`src/rtl/inst_encoder.sv`:
```
// Purpose : packs decoded RV32I fields into a 32-bit instruction word and queues it for an imem write port.
// Latency : a bundle accepted at edge N is at the FIFO head (o_WrValid=1) after edge N when the FIFO was empty.
// Backpr. : o_Ready = FIFO not full (2 entries); it does not look at i_WrReady, so nothing passes through when full.
//
// Ports: i_Clk/i_Rst_n clock and async active-low reset; i_Valid/o_Ready field-bundle handshake with
// i_OpCode, i_Rd, i_Rs1, i_Rs2, i_Funct3, i_Funct7, i_Immediate; i_AddrLoad/i_AddrValue reload the write
// address counter; o_WrValid/i_WrReady write handshake with o_WrAddr/o_WrData; o_Error one-cycle
// reject pulse; o_ErrCount saturating reject count.
// Build option: define INST_ENCODER_RANGE_CHECK_EN to reject immediates that do not fit their format.

module inst_encoder_fifo #(
  parameter int W     = 32,
  parameter int DEPTH = 2
) (
  input  logic         clk,
  input  logic         rst_n,
  input  logic         push_vld,
  input  logic [W-1:0] push_dat,
  output logic         push_rdy,
  output logic         pop_vld,
  input  logic         pop_rdy,
  output logic [W-1:0] pop_dat
);
  localparam int AW = (DEPTH > 1) ? $clog2(DEPTH) : 1;
  localparam int CW = $clog2(DEPTH + 1);

  logic [W-1:0]  mem [DEPTH];
  logic [AW-1:0] wr_ptr;
  logic [AW-1:0] rd_ptr;
  logic [CW-1:0] count;
  logic          do_push;
  logic          do_pop;

  assign push_rdy = (count < CW'(DEPTH));
  assign pop_vld  = (count != '0);
  assign pop_dat  = mem[rd_ptr];
  assign do_push  = push_vld && push_rdy;
  assign do_pop   = pop_vld && pop_rdy;

  always_ff @(posedge clk or negedge rst_n) begin
    if (!rst_n) begin
      wr_ptr <= '0;
      rd_ptr <= '0;
      count  <= '0;
      for (int i = 0; i < DEPTH; i++) mem[i] <= '0;
    end else begin
      if (do_push) begin
        mem[wr_ptr] <= push_dat;
        wr_ptr      <= (wr_ptr == AW'(DEPTH - 1)) ? '0 : wr_ptr + AW'(1);
      end
      if (do_pop) begin
        rd_ptr <= (rd_ptr == AW'(DEPTH - 1)) ? '0 : rd_ptr + AW'(1);
      end
      case ({do_push, do_pop})
        2'b10:   count <= count + CW'(1);
        2'b01:   count <= count - CW'(1);
        default: count <= count;
      endcase
    end
  end
endmodule

module inst_encoder #(
  parameter logic [31:0] P_BASE_ADDR = 32'h0000_0000,
  parameter int          P_ERRCNT_W  = 8
) (
  input  logic                  i_Clk,
  input  logic                  i_Rst_n,
  input  logic                  i_Valid,
  output logic                  o_Ready,
  input  logic [6:0]            i_OpCode,
  input  logic [4:0]            i_Rd,
  input  logic [4:0]            i_Rs1,
  input  logic [4:0]            i_Rs2,
  input  logic [2:0]            i_Funct3,
  input  logic [6:0]            i_Funct7,
  input  logic [31:0]           i_Immediate,
  input  logic                  i_AddrLoad,
  input  logic [31:0]           i_AddrValue,
  output logic                  o_WrValid,
  input  logic                  i_WrReady,
  output logic [31:0]           o_WrAddr,
  output logic [31:0]           o_WrData,
  output logic                  o_Error,
  output logic [P_ERRCNT_W-1:0] o_ErrCount
);
  logic [31:0]           enc_word;
  logic                  unsupported;
  logic                  reject;
  logic                  push_vld;
  logic                  bad_evt;
  logic [31:0]           addr_q;
  logic                  err_q;
  logic [P_ERRCNT_W-1:0] err_cnt_q;

  localparam logic [6:0] OP_R      = 7'b0110011;
  localparam logic [6:0] OP_I      = 7'b0010011;
  localparam logic [6:0] OP_L      = 7'b0000011;
  localparam logic [6:0] OP_JALR   = 7'b1100111;
  localparam logic [6:0] OP_S      = 7'b0100011;
  localparam logic [6:0] OP_B      = 7'b1100011;
  localparam logic [6:0] OP_LUI    = 7'b0110111;
  localparam logic [6:0] OP_AUIPC  = 7'b0010111;
  localparam logic [6:0] OP_JAL    = 7'b1101111;

  // Immediate scatter is the inverse of the decode-stage extraction.
  always_comb begin
    enc_word    = '0;
    unsupported = 1'b0;
    case (i_OpCode)
      OP_R:
        enc_word = {i_Funct7, i_Rs2, i_Rs1, i_Funct3, i_Rd, i_OpCode};
      OP_I, OP_L, OP_JALR:
        enc_word = {i_Immediate[11:0], i_Rs1, i_Funct3, i_Rd, i_OpCode};
      OP_S:
        enc_word = {i_Immediate[11:5], i_Rs2, i_Rs1, i_Funct3, i_Immediate[4:0], i_OpCode};
      OP_B:
        enc_word = {i_Immediate[12], i_Immediate[10:5], i_Rs2, i_Rs1, i_Funct3,
                    i_Immediate[4:1], i_Immediate[11], i_OpCode};
      OP_LUI, OP_AUIPC:
        enc_word = {i_Immediate[31:12], i_Rd, i_OpCode};
      OP_JAL:
        enc_word = {i_Immediate[20], i_Immediate[10:1], i_Immediate[11],
                    i_Immediate[19:12], i_Rd, i_OpCode};
      default:
        unsupported = 1'b1;
    endcase
  end

`ifdef INST_ENCODER_RANGE_CHECK_EN
  logic signed [31:0] imm_s;
  logic               range_bad;

  assign imm_s = $signed(i_Immediate);

  always_comb begin
    range_bad = 1'b0;
    case (i_OpCode)
      OP_I, OP_L, OP_JALR, OP_S:
        range_bad = (imm_s < -32'sd2048) || (imm_s > 32'sd2047);
      OP_B:
        range_bad = (imm_s < -32'sd4096) || (imm_s > 32'sd4094) || i_Immediate[0];
      OP_JAL:
        range_bad = (imm_s < -32'sd1048576) || (imm_s > 32'sd1048574) || i_Immediate[0];
      OP_LUI, OP_AUIPC:
        range_bad = (i_Immediate[11:0] != 12'h000);
      default:
        range_bad = 1'b0;
    endcase
  end

  assign reject = unsupported || range_bad;
`else
  assign reject = unsupported;
`endif

  // Rejected bundles still complete the handshake; they just never enter the queue.
  assign push_vld = i_Valid && !reject;
  assign bad_evt  = i_Valid && o_Ready && reject;

  inst_encoder_fifo #(.W(32), .DEPTH(2)) u_fifo (
    .clk      (i_Clk),
    .rst_n    (i_Rst_n),
    .push_vld (push_vld),
    .push_dat (enc_word),
    .push_rdy (o_Ready),
    .pop_vld  (o_WrValid),
    .pop_rdy  (i_WrReady),
    .pop_dat  (o_WrData)
  );

  always_ff @(posedge i_Clk or negedge i_Rst_n) begin
    if (!i_Rst_n) begin
      addr_q    <= P_BASE_ADDR;
      err_q     <= 1'b0;
      err_cnt_q <= '0;
    end else begin
      // A load in the same cycle as a transfer overrides the +4 step.
      if (i_AddrLoad)
        addr_q <= {i_AddrValue[31:2], 2'b00};
      else if (o_WrValid && i_WrReady)
        addr_q <= addr_q + 32'd4;
      err_q <= bad_evt;
      if (bad_evt && (err_cnt_q != '1))
        err_cnt_q <= err_cnt_q + P_ERRCNT_W'(1);
    end
  end

  assign o_WrAddr   = addr_q;
  assign o_Error    = err_q;
  assign o_ErrCount = err_cnt_q;
endmodule

```
`config.mk`:
```
export PLATFORM = sky130hd
export DESIGN_NAME = inst_encoder
export DESIGN_NICKNAME = d
export VERILOG_FILES = /design/src/rtl/inst_encoder.sv
export SDC_FILE = /design/constraint.sdc
export NUM_CORES = 1
export LEC_CHECK = 0
export BUFFER_PORTS_ARGS = -buffer_cell sky130_fd_sc_hd__buf_2
export CORE_AREA = 5 5 146 148
export DETAILED_ROUTE_END_ITERATION = 8
export DIE_AREA = 0 0 151 153
export PLACE_DENSITY = 0.6
export SLEW_MARGIN = 15
export SYNTH_ARGS = -nofsm -noshare
export SYNTH_HDL_FRONTEND = slang
export SYNTH_SLANG_ARGS = --single-unit
```
`constraint.sdc`:
```
create_clock -name i_Clk -period 5.9 [get_ports i_Clk]
set_input_delay 0.59 -clock i_Clk [delete_from_list [all_inputs] [get_ports i_Clk]]
set_output_delay 0.59 -clock i_Clk [all_outputs]
set_load 0.03 [all_outputs]
```
==> summary.txt <==
Place
  – Placed Area: 6940 µm²
  – Port Buffer Count: 171
  – GPL Wtd Cong: 0.784
  – Placed wire-length estimate: 12,600 µm

Pwr
  – Lkg Pwr: 3.34 nW
  – Worst VDD drop: 131 µV
  – Logic gate share of total power: 31.6%
  – Clock share of power: 26.1%
  – Internal Pwr Total: 1.46 mW
  – Power per Cell Area: 335 nW/µm²
  – Switching power share of the total: 39.8%
  – Sequential share of power: 42.3%
  – Switch Pwr: 0.968 mW

Floorplan
  – Core area: 19,900 µm²
  – # IOs: 176
  – Starting density of the core: 29.3%
  – Die Area: 23,100 µm²
  – Row count: 52
  – Die H: 153 µm
  – Die X-Extent: 151 µm

Clocking
  – Post-CTS sizing: 0
  – CTS H-tree lvls: 3
  – Inserted Clock Buffers: 9
  – Post-CTS Hold Buffers: 0
  – CTS tree: done
  – Worst-skew pair later-pin latency: 0.36 ns
  – Bufs on Longest Clock Path: 2
  – Clock transition at path regs: 0.08 ns
  – Clk root buf: clkbuf_16
  – Clock sink count: 107
  – Post-CTS setup repair buffer count: 0

Final layout
  – Layout cell share with drive strength beyond 1: 39.0%
  – P&R area growth vs syn: 24.5%
  – Final instance area: 7260 µm²
  – Final core utilization: 36.5%
  – Nets@finish: 823

Min path
  – Hold Crit Class: in2async

Yosys
  – Sequential area share after synthesis: 45.9%
  – Synth unique cells: 55
  – Post-synthesis async set-or-reset flop share: 100%
  – Synth Warn #: 0
  – Syn Inst Count: 564
  – Top FF cell, synth: dfrtp_1
  – Synthesized area: 5830 µm²
  – Synth top area share: 45.9%
  – Area leader, netlist: dfrtp_1
  – Post-synth EDFFs: 0
  – Syn avg cell area: 10.3 µm²
  – Synthesis-stage register bit count: 107
  – Dominant cells by area after synthesis: dfrtp_1 (46%), mux2_2 (14%), a31oi_1 (4.9%)

Routing
  – DR pass1 iterations: 5
  – Avg WL per Cell: 17.6 µm
  – Routed Antenna Nets: 0
  – DR DRC count: 0
  – DR vias/cell: 5.27
  – Via count: 5,242
  – Iteration-0 DRC Markers: 230
  – Drt total wl: 17,500 µm

Critical path
  – WS Path Type: reg2reg
  – Critical Path End Type: register
  – Worst-path fanout max: 19
  – Setup crit start kind: register
  – CP arrival: 3.16 ns
  – Worst Path Required: 6.14 ns
  – FF-to-FF path depth: 4

GRT
  – First-pass GRT wire length: 27,900 µm
  – Largest net degree at the start of global routing: 70
  – Vias in the first global route: 5,167
  – GRT overflow: 0
  – Initial antenna violation count: 2
  – Tot GR Track Use: 15.1%

STA
  – Unrepaired setup endpoints after global routing: no
  – Final Skew: 0.00978 ns
  – Fin crit period: 2.92 ns
  – Worst slew pin tran: 0.953 ns
  – Fin crit share: 49.5%
  – Final setup fails: 0
  – Hold Vio Cnt, Final: 0
  – Achievable Freq: 0.342 GHz
  – Final Slew Violations: 0
  – Slew HR: 36.5%
  – Setup TNS: 0 ns

Status
  – Status: finished, final reports clean

Job
  – Max Cap Viol: 0
[cell usage after synthesis (2+ instances only)]
cell	count
a21o_1	2
nor3_1	13
a221o_1	4
buf_4	3
nor2_1	24
nand2b_1	3
nand4b_1	2
and3_1	7
buf_2	6
nand4_1	6
nand3_1	23
buf_1	3
dfrtp_1	107
o21ai_0	25
nor4_1	4
mux2_2	75
xnor2_1	12
mux2i_1	2
a22o_1	19
a31oi_1	46
nor2b_1	6
xor2_1	8
clkinv_1	3
or2_2	5
ha_1	3
o31ai_1	14
o211ai_1	2
a211oi_1	4
and2_1	2
or3_1	5
nand2_1	42
a21oi_1	7
inv_1	12
clkbuf_1	21
a2111oi_0	2
and4_1	3
or3b_2	2
or4_1	20
[power by group through the flow]
stage          sequential [mW]  clock (mW)  combinational (mW)
5_1_grt                   1.05       0.683               0.832
4_1_cts                   1.03       0.655               0.775
6_report                  1.03       0.635               0.767
3_5_place_dp              1.04           0               0.773
3_3_place_gp              1.04           0               0.765
2_1_floorplan             1.04           0               0.505
[cells by family (layout without fill, tap and decap cells)]
kind of cell | after synthesis | after routing | share of synthesized area (%)
buf+inv | 49 | 208 | 3.61
compound gates | 135 | 135 | 16.0
simple gates | 172 | 172 | 15.9
xor+xnor | 20 | 20 | 3.00
mux | 77 | 77 | 14.8
fa+ha+maj | 3 | 3 | 0.644
flops | 107 | 107 | 45.9
other cells | 1 | 3 | 0.0643
[critical path, stage by stage (launching register included)]
cell      delay (ns)
dfrtp_1         0.69
clkinv_1        0.48
nor3_2          0.82
buf_4           0.42
mux2_2          0.38
[routing by layer]
| layer | part of all wire [%] | GRT usage [%] | wire length (µm) |
|---|---|---|---|
| met2 | 48 | 23.9 | 8350 |
| met5 | 0.063 | 0 | 11 |
| met3 | 7.2 | 3.85 | 1260 |
| met1 | 43 | 20.1 | 7540 |
| met4 | 2.1 | 4.79 | 371 |
[placed cells by master (no fill, tap or decap), types with 14 or more instances in the layout]
cell type,count
nor2_1,24
buf_2,170
a31oi_1,46
nand2_1,42
a22o_1,19
o21ai_0,25
or4_1,20
nand3_1,23
dfrtp_1,106
mux2_2,75
o31ai_1,14
[registers in the layout, summed over array words and instances (netlist names)]
signal,count
u_fifo.count,2
u_fifo.mem,64
o_ErrCount,8
o_WrAddr,30
u_fifo.rd_ptr,1
u_fifo.wr_ptr,1
o_Error,1
[through the flow]
stage          hold slack, ns  setup WS [ns]  cells  total power, mW
6_report                0.356           2.98    995             2.43
5_1_grt                 0.429           2.83    995             2.57
4_1_cts                 0.393           2.96    994             2.46
3_5_place_dp            0.447           2.64    978             1.82
3_3_place_gp            0.445           2.65    978             1.80
2_1_floorplan           0.294           3.38    565             1.54
[layout make-up]
| cell class | instances | area, µm² |
|---|---|---|
| diodes | 1 | 2.50 |
| clock buffers | 9 | 225 |
| clock inverters | 7 | 88.8 |
| fillers | 2051 | 12700 |
| inverters | 15 | 56.3 |
| multi-input cells | 409 | 2960 |
| flip-flops and latches | 107 | 2680 |
| well taps | 270 | 338 |
| repair buffers | 177 | 903 |
[worst paths after layout]
path / startpoint / end / slack (ns)
max in group asynchronous: i_Rst_n / u_fifo.rd_ptr$_DFFE_PN0P_ / 4.46
setup / recovery: u_fifo.wr_ptr$_DFFE_PN0N_ / u_fifo.mem[11]$_DFFE_PN0P_ / 2.98
hold reg to reg: u_fifo.mem[32]$_DFFE_PN0P_ / u_fifo.mem[32]$_DFFE_PN0P_ / 0.47
min in group i_Clk: i_AddrValue[8] / o_WrAddr[8]$_DFFE_PN0N_ / 0.43
hold / removal: i_Rst_n / u_fifo.mem[51]$_DFFE_PN0P_ / 0.36
setup reg to reg: u_fifo.wr_ptr$_DFFE_PN0N_ / u_fifo.mem[11]$_DFFE_PN0P_ / 2.98
(Power assumes the default switching activity.)
